==> src/rtl/led_seq_monitor_pkg.sv <==
// Shared definitions for the running-light pattern monitor: legal codes,
// mode encodings and the tracking FSM states.
package led_seq_pkg;

  localparam logic [7:0] C_OFF  = 8'h00;
  localparam logic [7:0] C_C1   = 8'h18;
  localparam logic [7:0] C_C2   = 8'h24;
  localparam logic [7:0] C_C3   = 8'h42;
  localparam logic [7:0] C_EDGE = 8'h81;

  localparam logic M_OUT = 1'b0;
  localparam logic M_IN  = 1'b1;

  typedef enum logic {S_HUNT, S_LOCK} state_t;

  function automatic logic f_is_legal(input logic [7:0] code);
    return (code == C_OFF) || (code == C_C1) || (code == C_C2) ||
           (code == C_C3)  || (code == C_EDGE);
  endfunction

endpackage

==> src/rtl/led_seq_monitor_if.sv <==
// Pattern bus as seen by the monitor: step strobe and code in, tracking status out.
interface led_seq_monitor_if;
  logic        sample_en;
  logic [7:0]  led_in;
  logic        locked;
  logic        mode_det;
  logic [7:0]  expect_nxt;
  logic        mode_chg;
  logic        err;
  logic [7:0]  err_cnt;
  logic [15:0] cyc_cnt;

  modport master (
    output sample_en, led_in,
    input  locked, mode_det, expect_nxt, mode_chg, err, err_cnt, cyc_cnt
  );

  modport slave (
    input  sample_en, led_in,
    output locked, mode_det, expect_nxt, mode_chg, err, err_cnt, cyc_cnt
  );
endinterface

==> src/rtl/led_seq_monitor_next.sv <==
// Successor lookup for one sequence mode; illegal codes map to 00 with valid low.
module led_seq_next
  import led_seq_pkg::*;
(
  input  logic [7:0] code,
  input  logic       mode,
  output logic [7:0] nxt,
  output logic       valid
);

  always_comb begin
    nxt   = C_OFF;
    valid = f_is_legal(code);
    case (code)
      C_OFF:   nxt = (mode == M_IN) ? C_EDGE : C_C1;
      C_C1:    nxt = (mode == M_IN) ? C_OFF  : C_C2;
      C_C2:    nxt = (mode == M_IN) ? C_C1   : C_C3;
      C_C3:    nxt = (mode == M_IN) ? C_C2   : C_EDGE;
      C_EDGE:  nxt = (mode == M_IN) ? C_C3   : C_OFF;
      default: nxt = C_OFF;
    endcase
  end

endmodule

==> src/rtl/led_seq_monitor.sv <==
// Running-light pattern checker: hunts for a legal transition, locks onto the
// mode, then flags illegal steps and counts completed cycles.
module led_seq_monitor
  import led_seq_pkg::*;
(
  input  logic               clk,
  input  logic               reset,
  led_seq_monitor_if.slave   bus
);

  state_t      r_state, w_state_next;
  logic [7:0]  r_prev, w_prev_next;
  logic        r_prev_valid, w_prev_valid_next;
  logic        r_mode, w_mode_next;
  logic        r_err, w_err_next;
  logic        r_mode_chg, w_mode_chg_next;
  logic [7:0]  r_err_cnt, w_err_cnt_next;
  logic [15:0] r_cyc_cnt, w_cyc_cnt_next;

  logic [7:0]  w_nxt_out, w_nxt_in, w_cur_nxt, w_alt_nxt;
  logic        w_ok_out, w_ok_in, w_prev_ok, w_in_legal, w_accept;

  led_seq_next u_next_out (.code(r_prev), .mode(M_OUT), .nxt(w_nxt_out), .valid(w_ok_out));
  led_seq_next u_next_in  (.code(r_prev), .mode(M_IN),  .nxt(w_nxt_in),  .valid(w_ok_in));

  assign w_prev_ok  = w_ok_out & w_ok_in;
  assign w_in_legal = f_is_legal(bus.led_in);
  assign w_cur_nxt  = (r_mode == M_IN) ? w_nxt_in  : w_nxt_out;
  assign w_alt_nxt  = (r_mode == M_IN) ? w_nxt_out : w_nxt_in;

  always_comb begin
    w_state_next      = r_state;
    w_prev_next       = r_prev;
    w_prev_valid_next = r_prev_valid;
    w_mode_next       = r_mode;
    w_err_next        = 1'b0;
    w_mode_chg_next   = 1'b0;
    w_err_cnt_next    = r_err_cnt;
    w_cyc_cnt_next    = r_cyc_cnt;
    w_accept          = 1'b0;
    if (bus.sample_en) begin
      case (r_state)
        S_HUNT: begin
          if (!w_in_legal) begin
            w_prev_valid_next = 1'b0;
          end else begin
            w_prev_next       = bus.led_in;
            w_prev_valid_next = 1'b1;
            // Mode transition sets are disjoint, so one legal step fixes the mode.
            if (r_prev_valid && w_prev_ok) begin
              if (bus.led_in == w_nxt_out) begin
                w_state_next = S_LOCK;
                w_mode_next  = M_OUT;
              end else if (bus.led_in == w_nxt_in) begin
                w_state_next = S_LOCK;
                w_mode_next  = M_IN;
              end
            end
          end
        end
        S_LOCK: begin
          w_prev_next = bus.led_in;
          if (bus.led_in == w_cur_nxt) begin
            w_accept = 1'b1;
          end else if (bus.led_in == w_alt_nxt) begin
            w_accept        = 1'b1;
            w_mode_next     = ~r_mode;
            w_mode_chg_next = 1'b1;
          end else begin
            w_err_next        = 1'b1;
            w_state_next      = S_HUNT;
            w_prev_valid_next = w_in_legal;
            if (r_err_cnt != 8'hFF) w_err_cnt_next = r_err_cnt + 8'd1;
          end
          if (w_accept && (bus.led_in == C_OFF)) w_cyc_cnt_next = r_cyc_cnt + 16'd1;
        end
        default: w_state_next = S_HUNT;
      endcase
    end
  end

  always_ff @(posedge clk) begin
    if (reset) begin
      r_state      <= S_HUNT;
      r_prev       <= C_OFF;
      r_prev_valid <= 1'b0;
      r_mode       <= M_OUT;
      r_err        <= 1'b0;
      r_mode_chg   <= 1'b0;
      r_err_cnt    <= 8'h00;
      r_cyc_cnt    <= 16'h0000;
    end else begin
      r_state      <= w_state_next;
      r_prev       <= w_prev_next;
      r_prev_valid <= w_prev_valid_next;
      r_mode       <= w_mode_next;
      r_err        <= w_err_next;
      r_mode_chg   <= w_mode_chg_next;
      r_err_cnt    <= w_err_cnt_next;
      r_cyc_cnt    <= w_cyc_cnt_next;
    end
  end

  // Prediction is decoded purely from registered state, so it never depends on inputs.
  assign bus.locked     = (r_state == S_LOCK);
  assign bus.mode_det   = r_mode;
  assign bus.expect_nxt = (r_state == S_LOCK) ? w_cur_nxt : C_OFF;
  assign bus.mode_chg   = r_mode_chg;
  assign bus.err        = r_err;
  assign bus.err_cnt    = r_err_cnt;
  assign bus.cyc_cnt    = r_cyc_cnt;

endmodule

==> src/flat_wrapper.sv <==
// flat-port wrapper written by rule: the top's interface ports become plain ports
module led_seq_monitor_flat import led_seq_pkg::*;
  (clk, reset, bus_sample_en, bus_led_in, bus_locked, bus_mode_det, bus_expect_nxt, bus_mode_chg, bus_err, bus_err_cnt, bus_cyc_cnt);
  led_seq_monitor_if bus_i ();
  input  logic clk;
  input  logic reset;
  input wire logic [$bits(bus_i.sample_en)-1:0] bus_sample_en;
  input wire logic [$bits(bus_i.led_in)-1:0] bus_led_in;
  output wire logic [$bits(bus_i.locked)-1:0] bus_locked;
  output wire logic [$bits(bus_i.mode_det)-1:0] bus_mode_det;
  output wire logic [$bits(bus_i.expect_nxt)-1:0] bus_expect_nxt;
  output wire logic [$bits(bus_i.mode_chg)-1:0] bus_mode_chg;
  output wire logic [$bits(bus_i.err)-1:0] bus_err;
  output wire logic [$bits(bus_i.err_cnt)-1:0] bus_err_cnt;
  output wire logic [$bits(bus_i.cyc_cnt)-1:0] bus_cyc_cnt;
  assign bus_i.sample_en = bus_sample_en;
  assign bus_i.led_in = bus_led_in;
  assign bus_locked = bus_i.locked;
  assign bus_mode_det = bus_i.mode_det;
  assign bus_expect_nxt = bus_i.expect_nxt;
  assign bus_mode_chg = bus_i.mode_chg;
  assign bus_err = bus_i.err;
  assign bus_err_cnt = bus_i.err_cnt;
  assign bus_cyc_cnt = bus_i.cyc_cnt;
  led_seq_monitor u_core (.clk(clk), .reset(reset), .bus(bus_i));
endmodule
==> config.mk <==
export PLATFORM = sky130hd
export DESIGN_NAME = led_seq_monitor_flat
export DESIGN_NICKNAME = d
export VERILOG_FILES = /design/src/rtl/led_seq_monitor_pkg.sv /design/src/rtl/led_seq_monitor_if.sv /design/src/rtl/led_seq_monitor_next.sv /design/src/rtl/led_seq_monitor.sv /design/src/flat_wrapper.sv
export SDC_FILE = /design/constraint.sdc
export NUM_CORES = 1
export LEC_CHECK = 0
export BUFFER_PORTS_ARGS = -buffer_cell sky130_fd_sc_hd__buf_4
export CAP_MARGIN = 10
export CELL_PAD_IN_SITES_DETAIL_PLACEMENT = 1
export CELL_PAD_IN_SITES_GLOBAL_PLACEMENT = 1
export CORE_ASPECT_RATIO = 0.8
export CORE_MARGIN = 8
export CORE_UTILIZATION = 44
export CTS_CLUSTER_SIZE = 10
export DETAILED_ROUTE_END_ITERATION = 16
export PLACE_DENSITY = 0.91
export SYNTH_ARGS = -nofsm -noshare
export SYNTH_HDL_FRONTEND = slang
export SYNTH_SLANG_ARGS = --single-unit
==> constraint.sdc <==
create_clock -name clk -period 7.8 [get_ports clk]
set_input_delay 1.17 -clock clk [delete_from_list [all_inputs] [get_ports clk]]
set_output_delay 1.17 -clock clk [all_outputs]
set_load 0.005 [all_outputs]
# == Word level (Yosys, flattened, before mapping) ==
# Cells that the tools add are included.
# classes
n_addsub,2
mul,0
div_mod_pow,0
order_cmp,0
n_eq_ne,19
shift,0
n_mux,28
bitwise_logic,5
n_reduce_logical,18
# op_table
op,count
$pmux W8 S4,2
$eq A8 B8 Y1,4
$mux W8,4
$mux W1,18
$add A16 B1 Y16 const B,1
$eq A8 B5 Y1 const B,2
$eq A8 B6 Y1 const B,2
$eq A8 B7 Y1 const B,2
$eq A8 B8 Y1 const B,2
$logic_not A8 Y1,2
$pmux W8 S2,1
$add A8 B1 Y8 const B,1
$logic_or A1 B1 Y1,8
$ne A8 B8 Y1 const B,1
$ne A2 B2 Y1 const B,3
$pmux W1 S2,3
$reduce_and A3 Y1,2
$reduce_and A6 Y1,1
$not A1 Y1,5
$reduce_and A5 Y1,1
$ne A2 B1 Y1 const B,2
$reduce_or A4 Y1,1
$ne A3 B1 Y1 const B,1
$logic_and A1 B1 Y1,2
$reduce_and A2 Y1,1
# totals
regBits,37
latchBits,0
ramBits,0
rom_bits,0
elab_cells,80
n_memories,0

# == Logic depth before layout (Yosys ltp) ==
# depth
word_depth,10
ltp_mapped,10
mapped_depth_nobuf,7

# == Hierarchy ==
# A second synthesis with hierarchy kept.
# hier_totals
cells_unflattened,318
hier_area_um2,2745.1
# by_module_without_submodules
mod,instances,cells_each,area_each_um2
led_seq_monitor,1,267,2356.0
led_seq_next at u_core.u_next_out,1,25,196.4
led_seq_next at u_core.u_next_in,1,26,192.7

# == Worst setup path after synthesis ==
# OpenSTA, ideal clock, no wires.
# synth_path
kind,input -> register
from,in bus_led_in[0]
to,reg u_core.r_cyc_cnt[15] (netlist: u_core.bus.cyc_cnt[15])
arrival_ns,3.328
required_time_ns,7.679
slack_ns,4.351
path_stages,10
path_buffers,3
path_cell_list,or2_2 > buf_1 > or4_1 > nor2_1 > nand4_1 > and4_1 > buf_6 > buf_8 > nor3_1 > mux2_2
# synth_via
elab_chain_cells,7
# synth_lines
element,line,source
from (decl),flat_wrapper.sv:8,input wire logic [$bits(bus_i.led_in)-1:0] bus_led_in;
$eq A8 B8 Y1,led_seq_monitor.sv:65,end else if (bus.led_in == w_alt_nxt) begin
$mux W1,led_seq_monitor.sv:65,
$mux W1,led_seq_monitor.sv:63,if (bus.led_in == w_cur_nxt) begin
$mux W1,led_seq_monitor.sv:42,case (r_state)
$mux W1,led_seq_monitor.sv:41,if (bus.sample_en) begin
$logic_and A1 B1 Y1 *,led_seq_monitor.sv:75,if (w_accept && (bus.led_in == C_OFF)) w_cyc_cnt_next = r_cyc_cnt + 16'd1;
$reduce_and A3 Y1 (no line) *,n/a,
to (signal assigned),led_seq_monitor.sv:100,r_cyc_cnt <= w_cyc_cnt_next;
to (decl),led_seq_monitor.sv:18,"logic [15:0] r_cyc_cnt, w_cyc_cnt_next;"
# Every way passes the cells marked *; elsewhere a longest branch is shown, timed or not. The select of a mux whose other input is x is not followed.
# A chain may end at the register's enable or synchronous reset.

# == Worst setup path after layout ==
# layout_path
from,reg u_core.r_mode (netlist: u_core.bus.mode_det)
to,reg u_core.r_cyc_cnt[7] (netlist: u_core.bus.cyc_cnt[7])
# layout_via
elab_chain_cells,8
# layout_lines
element,line,source
from (decl),led_seq_monitor.sv:14,"logic r_mode, w_mode_next;"
from (signal assigned),led_seq_monitor.sv:96,r_mode <= w_mode_next;
$mux W8,led_seq_monitor.sv:29,assign w_alt_nxt = (r_mode == M_IN) ? w_nxt_out : w_nxt_in;
$eq A8 B8 Y1,led_seq_monitor.sv:65,
$mux W1,led_seq_monitor.sv:65,
$mux W1 *,led_seq_monitor.sv:63,
$mux W1 *,led_seq_monitor.sv:42,
$mux W1 *,led_seq_monitor.sv:41,
$logic_and A1 B1 Y1 *,led_seq_monitor.sv:75,
$reduce_and A3 Y1 (no line) *,n/a,
# Marked as above.

==> impl_metrics.env <==
export IMPL_run_status="finished, final reports clean"
export IMPL_grt_pass1_vias=2525
export IMPL_power_density_nw_per_um2=121
export IMPL_die_y_um=83.7
export IMPL_syn_cell_area_um2=2520
export IMPL_p_clk_share_pct=38.9
export IMPL_crit_path_end_kind="flop"
export IMPL_grt_first_pass_wirelength_um=12700
export IMPL_clk_latency_ns=0.29
export IMPL_grt_usage_pct=18.2
export IMPL_switching_share_pct=24.1
export IMPL_p_leak_uw=0.00112
export IMPL_core_area_um2=5500
export IMPL_dieArea_um2=8420
export IMPL_ys_types=52
export IMPL_switchingPower_uw=85.4
export IMPL_worstPathMaxFanout=19
export IMPL_synth_top_area_share_pct=29.4
export IMPL_vdd_ir_drop_worst_mv=0.0862
export IMPL_start_util_pct=45.8
export IMPL_max_clock_freq_mhz=270
export IMPL_hold_class="flop to flop"
export IMPL_cts_setup_buffers=0
export IMPL_synth_edf_count=0
export IMPL_synth_top_area_cell="dfxtp_1"
export IMPL_io_pins=47
export IMPL_dieWidth_um=101
export IMPL_routed_wl_um=7680
export IMPL_wl_per_cell_um=18.2
export IMPL_timing_final_crit_period_ns=3.71
export IMPL_yosys_warnings=0
export IMPL_drv_cap=0
export IMPL_internal_power_uw=268
export IMPL_synth_async_reset_ratio_pct=0
export IMPL_ant_nets=0
export IMPL_antenna_found_initial=0
export IMPL_comb_power_share_pct=7.5
export IMPL_viasPerCell=6.02
export IMPL_drive_gt1_share_pct=20.3
export IMPL_path_class="flop to flop"
export IMPL_fillers=686
export IMPL_vias=2539
export IMPL_syn_to_final_growth_pct=16.2
export IMPL_hold_violations=0
export IMPL_cts_num_sinks=37
export IMPL_tns_ns=0
export IMPL_relSlewSlack_pct=25.4
export IMPL_syn_nets=326
export IMPL_firstDrtPassIters=4
export IMPL_gp_congestion=0.913
export IMPL_fin_crit_sh_pct=47.6
export IMPL_postCtsResizedCells=0
export IMPL_port_buffers=46
export IMPL_slew_viol_final=0
export IMPL_cts_max_path_buffers=2
export IMPL_start_kind="flop"
export IMPL_dr_first_iter_drc_count=132
export IMPL_dp_hpwl_um=5700
export IMPL_required_ns=7.98
export IMPL_grt_overflow=0
export IMPL_rows=24
export IMPL_tightest_slew_ns=1.11
export IMPL_diodes=0
export IMPL_synth_area_leaders="dfxtp_1 29%, mux2i_1 6.4%, nor2_1 6.0%, nand4_1 4.0%, nor2b_1 4.0%"
export IMPL_fin_nets=357
export IMPL_clock_skew_ns=0.00924
export IMPL_power_frac_seq_pct=53.6
export IMPL_synth_most_common_cell="nor2_1"
export IMPL_rsz0062_at_grt="false"
export IMPL_clockRootBuffer="clkbuf_8"
export IMPL_cts_tree="done"
export IMPL_syn_area_per_cell_um2=8.05
export IMPL_synthFlopType="dfxtp_1"
export IMPL_grt_max_degree=54
export IMPL_worst_ep_arrival_time_ns=3.89
export IMPL_synthCells=313
export IMPL_hold_buffers=0
export IMPL_cts_made_buffers=5
export IMPL_total_power_uw=354
export IMPL_finalSetupViolCount=0
export IMPL_yosysSeqAreaShare_pct=29.4
export IMPL_clkTransAtPathRegs_ns=0.08
export IMPL_cts_max_level=2
export IMPL_dp_cells=415
export IMPL_drc=0
export IMPL_yosys_top_cells_count="40 x nor2_1, 37 x dfxtp_1, 20 x nand2_1"
export IMPL_stdcell_count=422
export IMPL_ys_seq_elements=37
## layout make-up
| type | count | area, µm² | area share [%] |
|---|---|---|---|
| well taps | 78 | 97.6 | 3.33 |
| multi-input cells | 251 | 1650 | 56.2 |
| flip-flops and latches | 37 | 741 | 25.3 |
| clock buffers | 7 | 86.3 | 2.95 |
| inverters | 3 | 11.3 | 0.385 |
| repair buffers | 46 | 345 | 11.8 |
## flip-flops by register name (all words and copies together), names as in the netlist
| signal | cells |
|---|---|
| u_core.bus.cyc_cnt | 16 |
| u_core.r_prev | 8 |
| u_core.bus.err | 1 |
| u_core.bus.locked | 1 |
| u_core.bus.mode_chg | 1 |
| u_core.bus.mode_det | 1 |
| u_core.bus.err_cnt | 8 |
| u_core.r_prev_valid | 1 |
## worst paths after layout
kind / startpoint / end / slack, ns / cells after the start
min: u_core.bus.err_cnt[4]$_SDFFE_PP0P_ / u_core.bus.err_cnt[4]$_SDFFE_PP0P_ / 0.50 / 2
max: u_core.bus.mode_det$_SDFFE_PP0P_ / u_core.bus.cyc_cnt[7]$_SDFFE_PP0P_ / 4.09 / 7
min reg2reg: u_core.bus.err_cnt[4]$_SDFFE_PP0P_ / u_core.bus.err_cnt[4]$_SDFFE_PP0P_ / 0.50 / 2
max reg2reg: u_core.bus.mode_det$_SDFFE_PP0P_ / u_core.bus.cyc_cnt[7]$_SDFFE_PP0P_ / 4.09 / 7
## cells in the final DEF (no fill, tap or decap), types with 7 or more instances in the layout
master / instances
a21oi_1: 14
and3_1: 8
buf_4: 46
dfxtp_1: 37
mux2i_1: 16
nand2_1: 20
nand3_1: 13
nand4_1: 16
nor2_1: 40
nor2b_1: 16
nor4_1: 8
o21ai_0: 15
or3_1: 7
or4_1: 9
## logic make-up (layout without fill, tap and decap cells)
| kind of cell | after synthesis | count (layout) | synth area share, % |
|---|---|---|---|
| adder cells (fa/ha/maj) | 2 | 2 | 0.993 |
| buffers and inverters | 25 | 56 | 5.27 |
| flip-flops | 37 | 37 | 29.4 |
| XOR/XNOR | 3 | 3 | 1.04 |
| multiplexers | 28 | 28 | 11.7 |
| AO/OA/AOI/OAI | 50 | 50 | 14.3 |
| AND/OR/NAND/NOR | 168 | 168 | 37.3 |
## per-layer routing
metal  wire length [µm]  vias up  GRT usage, %
met5                  0        -             0
met4                 60        0          4.38
met3                480        9          4.58
met2               3590       82          28.8
met1               3540     1229          23.7
li1                   -     1219             -
## critical path: stages, from the launching register on
cell,delay [ns]
dfxtp_1,0.67
or3b_1,0.42
a2111oi_2,0.55
mux2i_1,0.54
nand4_1,0.14
and4_1,0.45
nor4b_1,0.45
mux2_2,0.38
## per-stage QoR
stage	hold WS (ns)	util [%]	setup WS, ns	cell area, µm²
3_3_place_gp	0.467	51.7	4.00	2840
2_1_floorplan	0.454	-	4.35	2520
4_1_cts	0.503	53.3	4.13	2930
5_1_grt	0.545	53.3	3.85	2930
3_5_place_dp	0.477	51.7	3.85	2840
6_report	0.498	53.3	4.09	2930
## power groups by stage
stage                     combinational [µW]  sequential, µW  clock, µW
after floorplan                         15.8             194          0
after global placement                  24.8             194          0
after detailed placement                26.1             194          0
after CTS                               26.3             190        139
after global routing                    28.7             190        151
final                                   26.5             190        138
(Power assumes the default switching activity.)
